==> src/rtl/ex_stage_md.sv <==
`default_nettype none
// ============================================================================
// Module   : ex_stage_md
// Purpose  : Execute stage. A combinational ALU and an iterative unsigned
//            multiply/divide unit (MUL low word, DIVU, REMU) feed the EX/MEM
//            pipeline register. A signed add/sub overflow loads an exception
//            code into EX/MEM.
// Ports    : clk, reset (async, active-low)
//            id_*        ID/EX operands, opcodes and pass-through fields
//            stall       hold the EX/MEM register
//            flush       squash: insert a bubble and abort any MD operation
//            int_detect  same effect as flush, for interrupts/exceptions
//            fwd_data    forwarding value for the instruction now in EX
//            md_busy     stall request while an MD operation is issued or
//                        running
//            ex_*        EX/MEM register, ex_out is the result
// Revision : 1.0 - initial release
// ============================================================================
module ex_stage_md #(
   parameter int         DATA_W       = 32,
   parameter int         PC_W         = 30,
   parameter int         REG_ADDR_W   = 5,
   parameter logic [2:0] OVF_EXP_CODE = 3'd4
) (
   input  logic                  clk,
   input  logic                  reset,
   input  logic [DATA_W-1:0]     id_alu_in_0,
   input  logic [DATA_W-1:0]     id_alu_in_1,
   input  logic [3:0]            id_alu_op,
   input  logic [1:0]            id_md_op,
   input  logic [PC_W-1:0]       id_pc,
   input  logic                  id_en,
   input  logic                  id_br_flag,
   input  logic [1:0]            id_mem_op,
   input  logic [DATA_W-1:0]     id_mem_wr_data,
   input  logic [1:0]            id_ctrl_op,
   input  logic [REG_ADDR_W-1:0] id_dst_addr,
   input  logic                  id_gpr_we_,
   input  logic [2:0]            id_exp_code,
   input  logic                  stall,
   input  logic                  flush,
   input  logic                  int_detect,
   output logic [DATA_W-1:0]     fwd_data,
   output logic                  md_busy,
   output logic [PC_W-1:0]       ex_pc,
   output logic                  ex_en,
   output logic                  ex_br_flag,
   output logic [1:0]            ex_mem_op,
   output logic [DATA_W-1:0]     ex_mem_wr_data,
   output logic [1:0]            ex_ctrl_op,
   output logic [REG_ADDR_W-1:0] ex_dst_addr,
   output logic                  ex_gpr_we_,
   output logic [2:0]            ex_exp_code,
   output logic [DATA_W-1:0]     ex_out
);

   localparam int c_SH_W  = $clog2(DATA_W);
   localparam int c_CNT_W = $clog2(DATA_W);
   localparam logic [c_CNT_W-1:0] c_CNT_LAST = c_CNT_W'(DATA_W - 1);

   localparam logic [3:0] c_ALU_PASS = 4'd0;
   localparam logic [3:0] c_ALU_AND  = 4'd1;
   localparam logic [3:0] c_ALU_OR   = 4'd2;
   localparam logic [3:0] c_ALU_XOR  = 4'd3;
   localparam logic [3:0] c_ALU_ADDS = 4'd4;
   localparam logic [3:0] c_ALU_ADDU = 4'd5;
   localparam logic [3:0] c_ALU_SUBS = 4'd6;
   localparam logic [3:0] c_ALU_SUBU = 4'd7;
   localparam logic [3:0] c_ALU_SHRL = 4'd8;
   localparam logic [3:0] c_ALU_SHLL = 4'd9;

   localparam logic [1:0] c_MD_NONE = 2'd0;
   localparam logic [1:0] c_MD_MUL  = 2'd1;
   localparam logic [1:0] c_MD_REMU = 2'd3;

   localparam logic [1:0] c_ST_IDLE = 2'd0;
   localparam logic [1:0] c_ST_RUN  = 2'd1;
   localparam logic [1:0] c_ST_DONE = 2'd2;

   // ------------------------------------------------------------------------
   // ALU
   // ------------------------------------------------------------------------
   logic [DATA_W-1:0] w_sum;
   logic [DATA_W-1:0] w_diff;
   logic [c_SH_W-1:0] w_shamt;
   logic [DATA_W-1:0] w_alu_out;
   logic              w_of;

   assign w_sum   = id_alu_in_0 + id_alu_in_1;
   assign w_diff  = id_alu_in_0 - id_alu_in_1;
   assign w_shamt = id_alu_in_1[c_SH_W-1:0];

   always_comb begin
      w_alu_out = '0;
      w_of      = 1'b0;
      case (id_alu_op)
         c_ALU_PASS: w_alu_out = id_alu_in_0;
         c_ALU_AND:  w_alu_out = id_alu_in_0 & id_alu_in_1;
         c_ALU_OR:   w_alu_out = id_alu_in_0 | id_alu_in_1;
         c_ALU_XOR:  w_alu_out = id_alu_in_0 ^ id_alu_in_1;
         c_ALU_ADDS: begin
            w_alu_out = w_sum;
            // like-signed operands producing a result of the other sign
            w_of = (id_alu_in_0[DATA_W-1] == id_alu_in_1[DATA_W-1]) &&
                   (w_sum[DATA_W-1] != id_alu_in_0[DATA_W-1]);
         end
         c_ALU_ADDU: w_alu_out = w_sum;
         c_ALU_SUBS: begin
            w_alu_out = w_diff;
            // differently-signed operands, result sign differs from in_0
            w_of = (id_alu_in_0[DATA_W-1] != id_alu_in_1[DATA_W-1]) &&
                   (w_diff[DATA_W-1] != id_alu_in_0[DATA_W-1]);
         end
         c_ALU_SUBU: w_alu_out = w_diff;
         c_ALU_SHRL: w_alu_out = id_alu_in_0 >> w_shamt;
         c_ALU_SHLL: w_alu_out = id_alu_in_0 << w_shamt;
         default:    w_alu_out = '0;
      endcase
   end

   // ------------------------------------------------------------------------
   // Multiply/divide FSM
   // ------------------------------------------------------------------------
   logic [1:0]         r_state;
   logic [1:0]         w_state_nxt;
   logic               w_start;
   logic               w_md_done;
   logic [1:0]         r_md_op;
   logic [DATA_W-1:0]  r_md_a;    // MUL: multiplicand, DIV: divisor
   logic [DATA_W-1:0]  r_md_b;    // MUL: multiplier, DIV: dividend -> quotient
   logic [DATA_W-1:0]  r_md_acc;  // MUL: product, DIV: partial remainder
   logic [c_CNT_W-1:0] r_cnt;

   assign w_start = id_en & (id_md_op != c_MD_NONE) & ~flush & ~int_detect;

   always_ff @(posedge clk or negedge reset) begin
      if (!reset) begin
         r_state <= c_ST_IDLE;
      end else begin
         r_state <= w_state_nxt;
      end
   end

   always_comb begin
      w_state_nxt = r_state;
      if (flush || int_detect) begin
         w_state_nxt = c_ST_IDLE;
      end else begin
         case (r_state)
            c_ST_IDLE: if (w_start)            w_state_nxt = c_ST_RUN;
            c_ST_RUN:  if (r_cnt == c_CNT_LAST) w_state_nxt = c_ST_DONE;
            c_ST_DONE: if (!stall)              w_state_nxt = c_ST_IDLE;
            default:                            w_state_nxt = c_ST_IDLE;
         endcase
      end
   end

   // md_busy is combinational so upstream freezes already in the issue cycle
   always_comb begin
      md_busy   = ((r_state == c_ST_IDLE) && w_start) || (r_state == c_ST_RUN);
      w_md_done = (r_state == c_ST_DONE);
   end

   // Iteration step values
   logic [DATA_W-1:0] w_mul_acc_nxt;
   logic [DATA_W:0]   w_rem_sh;
   logic [DATA_W:0]   w_rem_sub;
   logic              w_div_ok;
   logic [DATA_W-1:0] w_md_res;

   assign w_mul_acc_nxt = r_md_b[0] ? (r_md_acc + r_md_a) : r_md_acc;
   // Restoring division: shift the next dividend bit into the remainder and
   // subtract the divisor if it fits. A zero divisor always "fits", which
   // naturally yields quotient all-ones and remainder equal to the dividend.
   assign w_rem_sh  = {r_md_acc, r_md_b[DATA_W-1]};
   assign w_rem_sub = w_rem_sh - {1'b0, r_md_a};
   assign w_div_ok  = ~w_rem_sub[DATA_W];
   assign w_md_res  = ((r_md_op == c_MD_MUL) || (r_md_op == c_MD_REMU)) ?
                      r_md_acc : r_md_b;

   always_ff @(posedge clk or negedge reset) begin
      if (!reset) begin
         r_md_op  <= '0;
         r_md_a   <= '0;
         r_md_b   <= '0;
         r_md_acc <= '0;
         r_cnt    <= '0;
      end else if ((r_state == c_ST_IDLE) && w_start) begin
         r_md_op  <= id_md_op;
         r_md_acc <= '0;
         r_cnt    <= '0;
         if (id_md_op == c_MD_MUL) begin
            r_md_a <= id_alu_in_0;
            r_md_b <= id_alu_in_1;
         end else begin
            r_md_a <= id_alu_in_1;
            r_md_b <= id_alu_in_0;
         end
      end else if (r_state == c_ST_RUN) begin
         r_cnt <= r_cnt + 1'b1;
         if (r_md_op == c_MD_MUL) begin
            r_md_acc <= w_mul_acc_nxt;
            r_md_a   <= r_md_a << 1;
            r_md_b   <= r_md_b >> 1;
         end else if (w_div_ok) begin
            r_md_acc <= w_rem_sub[DATA_W-1:0];
            r_md_b   <= {r_md_b[DATA_W-2:0], 1'b1};
         end else begin
            r_md_acc <= w_rem_sh[DATA_W-1:0];
            r_md_b   <= {r_md_b[DATA_W-2:0], 1'b0};
         end
      end
   end

   always_comb begin
      fwd_data = '0;
      if (id_md_op == c_MD_NONE) begin
         fwd_data = w_alu_out;
      end else if (w_md_done) begin
         fwd_data = w_md_res;
      end
   end

   // ------------------------------------------------------------------------
   // EX/MEM register
   // ------------------------------------------------------------------------
   logic w_ovf;
   logic w_bubble;

   // w_of is only ever set for ADDS/SUBS
   assign w_ovf = id_en & w_of;
   // A flush beats a stall; md_busy only bubbles when not stalled, so MEM
   // never sees the previous instruction twice.
   assign w_bubble = flush | int_detect | (~stall & md_busy);

   always_ff @(posedge clk or negedge reset) begin
      if (!reset) begin
         ex_pc          <= '0;
         ex_en          <= 1'b0;
         ex_br_flag     <= 1'b0;
         ex_mem_op      <= '0;
         ex_mem_wr_data <= '0;
         ex_ctrl_op     <= '0;
         ex_dst_addr    <= '0;
         ex_gpr_we_     <= 1'b1;
         ex_exp_code    <= '0;
         ex_out         <= '0;
      end else if (w_bubble) begin
         ex_pc          <= '0;
         ex_en          <= 1'b0;
         ex_br_flag     <= 1'b0;
         ex_mem_op      <= '0;
         ex_mem_wr_data <= '0;
         ex_ctrl_op     <= '0;
         ex_dst_addr    <= '0;
         ex_gpr_we_     <= 1'b1;
         ex_exp_code    <= '0;
         ex_out         <= '0;
      end else if (!stall) begin
         ex_pc          <= id_pc;
         ex_en          <= id_en;
         ex_br_flag     <= id_br_flag;
         ex_mem_op      <= id_mem_op;
         ex_mem_wr_data <= id_mem_wr_data;
         ex_ctrl_op     <= id_ctrl_op;
         ex_dst_addr    <= id_dst_addr;
         ex_out         <= w_md_done ? w_md_res : w_alu_out;
         // an incoming exception outranks overflow
         if (id_exp_code != 3'd0) begin
            ex_exp_code <= id_exp_code;
            ex_gpr_we_  <= id_gpr_we_;
         end else if (w_ovf) begin
            ex_exp_code <= OVF_EXP_CODE;
            ex_gpr_we_  <= 1'b1;
         end else begin
            ex_exp_code <= 3'd0;
            ex_gpr_we_  <= id_gpr_we_;
         end
      end
   end

endmodule
`default_nettype wire

==> config.mk <==
export PLATFORM = sky130hd
export DESIGN_NAME = ex_stage_md
export DESIGN_NICKNAME = d
export VERILOG_FILES = /design/src/rtl/ex_stage_md.sv
export SDC_FILE = /design/constraint.sdc
export NUM_CORES = 1
export LEC_CHECK = 0
export CAP_MARGIN = 10
export CORE_ASPECT_RATIO = 1.2
export CORE_MARGIN = 4
export CORE_UTILIZATION = 33
export DETAILED_ROUTE_END_ITERATION = 10
export PLACE_DENSITY = 0.61
export SYNTH_ARGS = -nofsm -noshare
export SYNTH_HDL_FRONTEND = slang
export SYNTH_SLANG_ARGS = --single-unit
export TNS_END_PERCENT = 1
==> constraint.sdc <==
create_clock -name clk -period 13.88 [get_ports clk]
set_input_delay 2.082 -clock clk [delete_from_list [all_inputs] [get_ports clk]]
set_output_delay 2.082 -clock clk [all_outputs]
set_load 0.005 [all_outputs]
# Word-level counts from Yosys, hierarchy flattened
# Cells that the tools add are included.
# op_classes
add_sub_neg	5
eq_ne	24
shift	2
mux	51
bitwise	13
n_reduce_logical	18
# op_table
operator	n
2-to-1 mux 32 bit	21
case mux 32 bit (8 select lines)	1
adder 32 bit	2
2-to-1 mux 30 bit	2
subtractor 33 x 32 -> 33 bit	1
AND 32 bit	1
bitwise OR 32 bit	1
left shift 32 x 5 -> 32 bit	1
>> shifter 32 x 5 -> 32 bit	1
subtractor 32 bit	1
bitwise XOR 32 bit	1
2-to-1 mux 5 bit	4
== test 4 x 3 -> 1 bit (second input constant)	4
2-to-1 mux 2 bit	8
2-to-1 mux 3 bit	4
2-to-1 mux 1 bit	9
!= test 3 bit (second input constant)	3
== test 4 x 2 -> 1 bit (second input constant)	2
== test 4 bit (second input constant)	2
== test 2 x 1 -> 1 bit (second input constant)	3
case mux 2 bit (3 select lines)	1
nonzero test 2 bit	3
adder 5 x 1 -> 5 bit (second input constant)	1
AND 1 bit	5
other kinds (18)	31
# word_totals
ff_bits	214
inputBits	152
out_inout_bits	142
elab_cells	129

# Longest topological paths before layout
# Gate-level depths: netlist of run 1.
# depth
depth_word	9
ltp_mapped	16
depth_no_buf	14

# Least setup slack after synthesis of run 1
# No wires, ideal clock.
# synth_timing
path_kind	input -> output
start	input id_alu_in_1[3]
end	output fwd_data[30]
t_arrival_ns	5.289
t_required_ns	11.798
setup_slack_ns	6.509
cell_stages	16
path_buffers	4
cell_sequence	clkbuf_1 -> inv_2 -> clkbuf_1 -> clkbuf_1 -> ha_1 -> buf_6 -> nor2_1 -> a211oi_1 -> a22oi_1 -> a2111oi_0 -> o41ai_2 -> a211oi_1 -> o211ai_1 -> xnor2_1 -> or3_1 -> o221ai_1
# synth_via
elab_chain_cells	3
elab_cells_between_ends	6
cone_classes	add/sub: 2; shift: 2; mux: 2
# synth_rtl
item	line_no	rtl
from (decl)	28	input logic [DATA_W-1:0] id_alu_in_1,
subtractor 32 bit (tied with other cells)	90	assign w_diff = id_alu_in_0 - id_alu_in_1;
case mux 32 bit (8 select lines) *	96	case (id_alu_op)
2-to-1 mux 32 bit *	217	if (id_md_op == c_MD_NONE) begin
to (decl)	43	output logic [DATA_W-1:0] fwd_data,
# Every way passes the cells marked *; elsewhere a longest branch is shown, timed or not.

# Final worst setup path of run 1
# Ends and elaborated chain as after synthesis.

==> flow_summary.ini, run 1 <==
[routing]
dr.pass1.iters = 7
viasPerCell = 5.89
routed-via-count = 22800
ant_nets = 0
first_iter_violations = 2233
wire_per_inst_um = 25.5
drt-total-wl_mm = 98.7
drc_errors = 0

[critical_path]
worstPathRequired_ns = 11.80
arrival_ns = 6.97
crit_type = input port to output port
start_kind = input port
slowest_delay_ns = 0.64
worstPathMaxFanout = 55
cp_top_family = compound AO/OA/AOI/OAI gates
cp_slowest_cell = ha_1
endpoint_kind = output port
path_cells = buf_2 -> buf_4 -> inv_2 -> ha_1 -> nor2_1 -> a211oi_1 -> a22oi_1 -> a2111oi_0 -> o41ai_2 -> a211oi_1 -> o211ai_1 -> xnor2_1 -> or3_1 -> o221ai_1 -> clkdlybuf4s50_1
path_common_cell = a211oi_1
critPathBufInv = 4

[clocking]
cts_hold_buf = 0
cts_buffers = 26
clk_pin_slew_worst_paths_ns = 0.06
cts_tree = yes
cts_setup_buffers = 0
cts_buffer_depth = 3
clk-insertion-delay-late_ns = 0.56
cts-root-buf = clkbuf_16
htreeDepth = 1
cts_resized = 0
clock_sinks = 214

[sta]
worstMarginPinSlew_ns = 1.09
hold_viol = 0
fin_crit_ns = 9.06
finalSetupTns_ns = 0
drv_slew = 0
max_freq_mhz = 110
skew_ns = 0.0291
setup_viol = 0
min_period_over_period = 0.652
rsz0062_at_grt = false
maxSlewHeadroom = 0.271

[synthesis]
synth_top_family_by_area = compound AO/OA/AOI/OAI gates
synth_edf_count = 0
synth_seq_cells = 214
syn_nets = 3118
synthAdderAreaFrac = 0.0985
synthArstFlopShare = 1.00
yosysWarnings = 0
syn-cell-area_sq_mm = 0.0220
synth-xor-area-share = 0.0318
synth-simple-area-share = 0.158
synth_compound_area_frac = 0.301
avgSynthCellArea_sq_um = 7.88
postSynthCellCount = 2795
synthDistinctLibCells = 80
synthMuxAreaShare = 0.106
synth-seq-area-share = 0.243
synth_top_flop_cell = dfrtp_1

[finish]
n_fill_cell = 6800
area_growth_pct = 20.3
layoutNonFillerInstCount = 3864
drive_gt1_frac = 0.0583
final_util = 0.402
final_nets = 3272

[global_routing]
grt_max_degree = 86
antenna_found_initial = 4
grt_overflow = 0
grt_pass1_vias = 22200
grt_usage = 0.266
grt_pass1_wl_mm = 147

[floorplanning]
dieArea_sq_mm = 0.0710
rows = 103
die_x_um = 244
top_level_ports = 294
start_util = 0.334
die_h_um = 291
coreArea_sq_mm = 0.0660

[placed_design]
dp.cells = 3813
place.port_buffers = 293
hpwl_mm = 78.2
place.gp.congestion = 1.03

[power]
peakVddDrop_mv = 0.191
powerDensity_mw_per_mm2 = 151
p_leak_nw = 11.5

[hold_path]
holdCritPathClass = flop to flop

[run_status]
outcome = completed

[job]
cap_viol_max_count = 0
## power by group
group	total (mW)	switching [mW]	internal (mW)
Sequential	0.934	0.189	0.745
Combinational	2.39	1.42	0.970
Clock	0.690	0.291	0.399
## registers in the layout (all words and copies together) (netlist names)
| name | count |
|---|---|
| ex_out | 32 |
| ex_pc | 30 |
| r_md_op | 2 |
| r_md_b | 32 |
| ex_mem_wr_data | 32 |
| ex_dst_addr | 5 |
| r_state | 2 |
| r_cnt | 5 |
| r_md_acc | 32 |
| ex_en | 1 |
| ex_ctrl_op | 2 |
| ex_exp_code | 3 |
| ex_gpr_we_ | 1 |
| ex_br_flag | 1 |
| r_md_a | 32 |
| ex_mem_op | 2 |
## layer usage
layer | global-route usage | wire length, um | up-vias
met2 | 0.443 | 46300 | 854
met3 | 0.0347 | 5660 | 213
li1 | - | - | 10600
met4 | 0.145 | 6510 | 0
met5 | 0 | 0 | -
met1 | 0.335 | 40200 | 11100
## cell usage after synthesis, types with 33 or more instances
cell type	instances	area share
a21o_1	40	0.014
a21oi_1	291	0.066
a22o_1	90	0.036
clkbuf_1	161	0.027
dfrtp_1	213	0.24
ha_1	167	0.095
inv_1	138	0.024
mux2i_1	140	0.064
mux4_2	33	0.034
nand2_1	309	0.053
nand3_1	43	0.0098
nor2_1	226	0.039
nor3_1	49	0.011
o211ai_1	40	0.014
o21ai_0	192	0.044
o221ai_1	38	0.015
o22ai_1	33	0.0094
xnor2_1	50	0.020
## path summary, 6_finish.rpt
kind	slack, ns	cells past startpoint	start	endpoint
max in group asynchronous	10.98	2	reset	r_md_acc[1]$_DFFE_PN0P_
min in group asynchronous	1.48	1	reset	ex_mem_wr_data[4]$_DFFE_PN0P_
min	0.48	2	ex_out[4]$_DFFE_PN0P_	ex_out[4]$_DFFE_PN0P_
min reg2reg	0.48	2	ex_out[4]$_DFFE_PN0P_	ex_out[4]$_DFFE_PN0P_
max reg2reg	9.52	15	r_md_b[31]$_DFFE_PN0N_	r_md_acc[28]$_DFFE_PN0P_
max	4.82	15	id_alu_in_1[3]	fwd_data[30]
## layout by cell type (no fill, tap or decap), drive strengths merged, types with 90 or more instances in the layout
cell type,n
a21oi,292
o21ai,211
inv,142
dfrtp,213
nor2,226
ha,167
nand2,309
clkdlybuf4s50,287
mux2i,140
a22o,90
## cells by family after synthesis
logic type,count (synthesis)
flops,214
simple gates,782
fa+ha+maj,171
mux,189
xor+xnor,80
buf+inv,354
compound gates,1005
## metrics by stage
step	worst slack, ns	power [mW]	instance area (sq um)	hold slack [ns]
2_1_floorplan	6.51	2.59	22000	0.465
3_3_place_gp	4.89	3.30	25600	0.466
3_5_place_dp	4.93	3.30	25600	0.473
4_1_cts	4.89	4.01	26500	0.488
5_1_grt	4.57	4.32	26500	0.515
6_report	4.82	4.01	26500	0.483
## cell type report
type / instances / area [sq um] / area share
Tap cell: 892 / 1120 / 0.0421
Antenna cell: 4 / 10.0 / 0.000378
Multi-Input combinational cell: 2227 / 15400 / 0.581
Clock buffer: 40 / 763 / 0.0288
Clock inverter: 7 / 83.8 / 0.00316
Sequential cell: 214 / 5360 / 0.202
Timing Repair Buffer: 338 / 3250 / 0.123
Inverter: 142 / 533 / 0.0201
## worst min-delay path, cell delays in order (launching register included)
cell and delay (ns):
dfrtp_1 0.34, nand2_1 0.05, o21ai_0 0.06
Power figures use the tool's default switching activity.
==> inputs of run 2 (changes only) <==
- clock period: 13.88 -> 9.3 ns (I/O delays scaled with it)
==> flow_summary.ini, run 2 (synthesis results as in run 1) <==
[power]
p_leak_nw = 11.6
powerDensity_mw_per_mm2 = 227
peakVddDrop_mv = 0.280

[sta]
hold_viol = 0
worstMarginPinSlew_ns = 1.21
rsz0062_at_grt = false
postLayoutSetupSlackWorst_ns = 1.71
min_period_over_period = 0.816
max_freq_mhz = 132
finalSetupTns_ns = 0
maxSlewHeadroom = 0.196
setup_viol = 0
drv_slew = 0
fin_crit_ns = 7.59
skew_ns = 0.0217
whs_ns = 0.484

[critical_path]
endpoint_kind = output port
path_cells = clkdlybuf4s50_1 -> inv_1 -> ha_1 -> o21bai_1 -> a21oi_1 -> o21ai_1 -> o31ai_1 -> o2111ai_1 -> a21boi_0 -> a2bb2oi_1 -> xor2_1 -> a21oi_1 -> o21ai_1 -> clkdlybuf4s50_1
cp_top_family = compound AO/OA/AOI/OAI gates
start_kind = input port
worstPathRequired_ns = 7.91
arrival_ns = 6.20
cp_slowest_cell = o31ai_1
critPathBufInv = 3
slowest_delay_ns = 0.88
crit_type = input port to output port
worstPathMaxFanout = 11

[routing]
drc_errors = 0
viasPerCell = 5.85
drt-total-wl_mm = 99.7
routed-via-count = 22600
wire_per_inst_um = 25.8
ant_nets = 0
dr.pass1.iters = 6
first_iter_violations = 1998

[floorplanning]
dieArea_sq_mm = 0.0710
top_level_ports = 294
die_x_um = 244
coreArea_sq_mm = 0.0660
die_h_um = 291
start_util = 0.334
rows = 103

[global_routing]
grt_max_degree = 86
grt_pass1_wl_mm = 147
antenna_found_initial = 1
grt_usage = 0.268
grt_pass1_vias = 22000
grt_overflow = 0

[clocking]
cts_setup_buffers = 0
cts_buffers = 24
cts_tree = yes
cts_hold_buf = 0
cts_resized = 0
clock_sinks = 214
htreeDepth = 1
cts-root-buf = clkbuf_16
clk_pin_slew_worst_paths_ns = 0.06
clk-insertion-delay-late_ns = 0.55
cts_buffer_depth = 3

[job]
cap_viol_max_count = 0

[placed_design]
place.gp.congestion = 1.02
dp.cells = 3819
hpwl_mm = 79.5
place.port_buffers = 293
pre_cts_slack_ns = 1.77

[finish]
n_fill_cell = 6880
final_util = 0.402
mostFrequentLayoutCell = nand2_1
multiInputGateArea_sq_mm = 0.0154
area_growth_pct = 20.5
layoutNonFillerInstCount = 3862
seq_area_sq_mm = 0.00536
final_nets = 3276
mostFrequentLayoutCells = nand2_1, a21oi_1, clkdlybuf4s50_1
drive_gt1_frac = 0.0606

[hold_path]
holdCritPathClass = flop to flop

[run_status]
outcome = completed
run 2: final timing paths:
path | endpoint | from | slack (ns) | depth (start not counted)
worst max-delay path | fwd_data[29] | id_alu_in_0[1] | 1.71 | 14
worst min register to register | ex_out[13]$_DFFE_PN0P_ | ex_out[13]$_DFFE_PN0P_ | 0.48 | 2
worst max register to register | r_md_acc[14]$_DFFE_PN0P_ | r_md_b[31]$_DFFE_PN0N_ | 5.05 | 15
min in group asynchronous | ex_mem_wr_data[4]$_DFFE_PN0P_ | reset | 0.83 | 1
worst min-delay path | ex_out[13]$_DFFE_PN0P_ | ex_out[13]$_DFFE_PN0P_ | 0.48 | 2
max in group asynchronous | r_md_op[0]$_DFFE_PN0P_ | reset | 7.06 | 2
run 2: worst min-delay path, stage by stage (launching register included):
cell and delay [ns]:
dfrtp_1 0.34, nand2_1 0.05, o21ai_0 0.06
run 2: stage by stage:
| step | instance area, sq um | power [mW] |
|---|---|---|
| 6_report | 26500 | 6.02 |
| 5_1_grt | 26500 | 6.47 |
| 4_1_cts | 26500 | 6.01 |
| 3_5_place_dp | 25700 | 4.95 |
| 3_3_place_gp | 25700 | 4.93 |
| 2_1_floorplan | 22000 | 3.87 |
run 2: report_power, final:
part	switching, mW	internal (mW)	total [mW]
Sequential	0.274	1.11	1.39
Combinational	2.14	1.45	3.59
Clock	0.421	0.624	1.04
Total	2.83	3.19	6.02
run 2: area by class of cell:
class	instances	area share
multi-input combinational	2227	0.580
sequential	214	0.202
timing repair buffer	344	0.124
tap	892	0.0421
clock buffer	31	0.0255
inverter	142	0.0201
clock inverter	11	0.00646
antenna	1	0.0000943
run 2: per-layer routing:
metal,global-route usage,wire length [um]
met5,0,0
met1,0.341,41300
met2,0.462,48400
met4,0.117,5240
met3,0.0261,4720
==> inputs of run 3 (changes only) <==
- clock period: 9.3 -> 7.8 ns (I/O delays scaled with it)
==> flow_summary.ini, run 3 (synthesis results as in run 1) <==
[finish]
area_growth_pct = 20.9
drive_gt1_frac = 0.0653
mostFrequentLayoutCells = nand2_1, a21oi_1, clkdlybuf4s50_1
mostFrequentLayoutCell = nand2_1
final_nets = 3292

[sta]
setup_viol = 0
fin_crit_ns = 6.94
rsz0062_at_grt = false
worstMarginPinSlew_ns = 1.07
maxSlewHeadroom = 0.263
hold_viol = 0
drv_slew = 0
max_freq_mhz = 144
skew_ns = 0.0273
min_period_over_period = 0.889
finalSetupTns_ns = 0

[clocking]
cts_tree = yes
htreeDepth = 1
cts_setup_buffers = 0
clock_sinks = 214
cts_buffers = 25
clk_pin_slew_worst_paths_ns = 0.06
clk-insertion-delay-late_ns = 0.58
cts-root-buf = clkbuf_16
cts_hold_buf = 0
cts_resized = 0
cts_buffer_depth = 3

[placed_design]
hpwl_mm = 78.5
place.port_buffers = 293
place.gp.congestion = 1.03

[critical_path]
worstPathRequired_ns = 6.63
rr_startpoint = r_md_b[31]$_DFFE_PN0N_
crit_type = input port to output port
endpoint_kind = output port
start_kind = input port
slowest_delay_ns = 0.83
r2r_slack_ns = 3.44
path_cells = clkdlybuf4s50_1 -> inv_1 -> ha_1 -> inv_1 -> a21oi_1 -> nand2_1 -> o31ai_1 -> o2111ai_1 -> a21boi_0 -> a2bb2oi_1 -> xor2_1 -> a21oi_1 -> o21ai_1 -> clkdlybuf4s50_1
r2r_end = r_md_acc[26]$_DFFE_PN0P_
ff2ff_path_depth = 15
worstPathMaxFanout = 12
cp_slowest_cell = clkdlybuf4s50_1
arrival_ns = 5.77

[routing]
drt-total-wl_mm = 100
viasPerCell = 5.96
drc_errors = 0
dr.pass1.iters = 6
ant_nets = 0
routed-via-count = 23100
first_iter_violations = 2355
wire_per_inst_um = 25.7

[global_routing]
grt_pass1_wl_mm = 148
grt_usage = 0.269
grt_overflow = 0
grt_pass1_vias = 22200
antenna_found_initial = 4
grt_max_degree = 94

[power]
peakVddDrop_mv = 0.302
powerDensity_mw_per_mm2 = 268
power_mw = 7.15
p_leak_nw = 11.6

[floorplanning]
start_util = 0.334
rows = 103
top_level_ports = 294
coreArea_sq_mm = 0.0660
die_x_um = 244
dieArea_sq_mm = 0.0710
die_h_um = 291

[hold_path]
hold_path_depth = 2
hold_start = ex_out[13]$_DFFE_PN0P_
holdCritPathClass = flop to flop
hold_end = ex_out[13]$_DFFE_PN0P_

[job]
cap_viol_max_count = 0

[run_status]
outcome = completed
-- run 3: changes by cell type in the layout (fill, tap and decap cells not counted) --
cell	before	now
clkbuf_16	24	25
inv_16	0	1
bufinv_16	4	1
clkbuf_1	2	6
clkinv_8	1	0
clkinv_4	0	1
inv_6	0	1
inv_8	0	1
buf_4	52	67
diode_2	1	4
clkinvlp_4	2	1
-- run 3: final cells by class --
type	count	area, sq um
Fill cell	6793	39300
Multi-Input combinational cell	2227	15400
Sequential cell	214	5360
Timing Repair Buffer	359	3410
Tap cell	892	1120
Clock buffer	36	717
Inverter	142	533
Clock inverter	10	106
Antenna cell	4	10.0
-- run 3: where the power goes --
group | internal (mW) | switching (mW)
Sequential | 1.33 | 0.327
Combinational | 1.74 | 2.54
Clock | 0.681 | 0.537
-- run 3: how the worst max path moves through the flow --
stage	endpoint	slack [ns]	from	depth (start not counted)
after floorplan	fwd_data[30]	2.25	id_alu_in_1[3]	16
after global placement	fwd_data[30]	0.99	id_alu_in_0[0]	15
after detailed placement	fwd_data[30]	0.96	id_alu_in_0[0]	15
after CTS	fwd_data[30]	0.93	id_alu_in_0[0]	15
after global routing	fwd_data[29]	0.63	id_alu_in_0[12]	14
final	fwd_data[29]	0.86	id_alu_in_0[12]	14
-- run 3: stage by stage --
stage | util | instances | setup WS (ns) | hold WS (ns) | instance area (sq um)
2_1_floorplan | - | 2795 | 2.25 | 0.465 | 22000
3_3_place_gp | 0.391 | 3834 | 0.990 | 0.466 | 25800
3_5_place_dp | 0.391 | 3834 | 0.959 | 0.473 | 25800
4_1_cts | 0.404 | 3880 | 0.927 | 0.484 | 26600
5_1_grt | 0.404 | 3884 | 0.628 | 0.505 | 26600
6_report | 0.404 | 3884 | 0.864 | 0.480 | 26600
-- run 3: critical path, delay by kind of cell --
kind                       cells  cell delay [ns]
AOI/OAI and AO/OA              7             2.05
adders and majority gates      1             0.45
xor gates and xnor gates       1             0.22
and+or+nand+nor                1             0.11
buffers and inverters          4             1.73
-- run 3: layer usage --
metal / share of wire / track usage / routed length [um]
met1: 0.40 / 0.338 / 39700
met5: 0 / 0 / 0
met4: 0.071 / 0.154 / 7080
met2: 0.47 / 0.445 / 46800
met3: 0.064 / 0.0328 / 6440
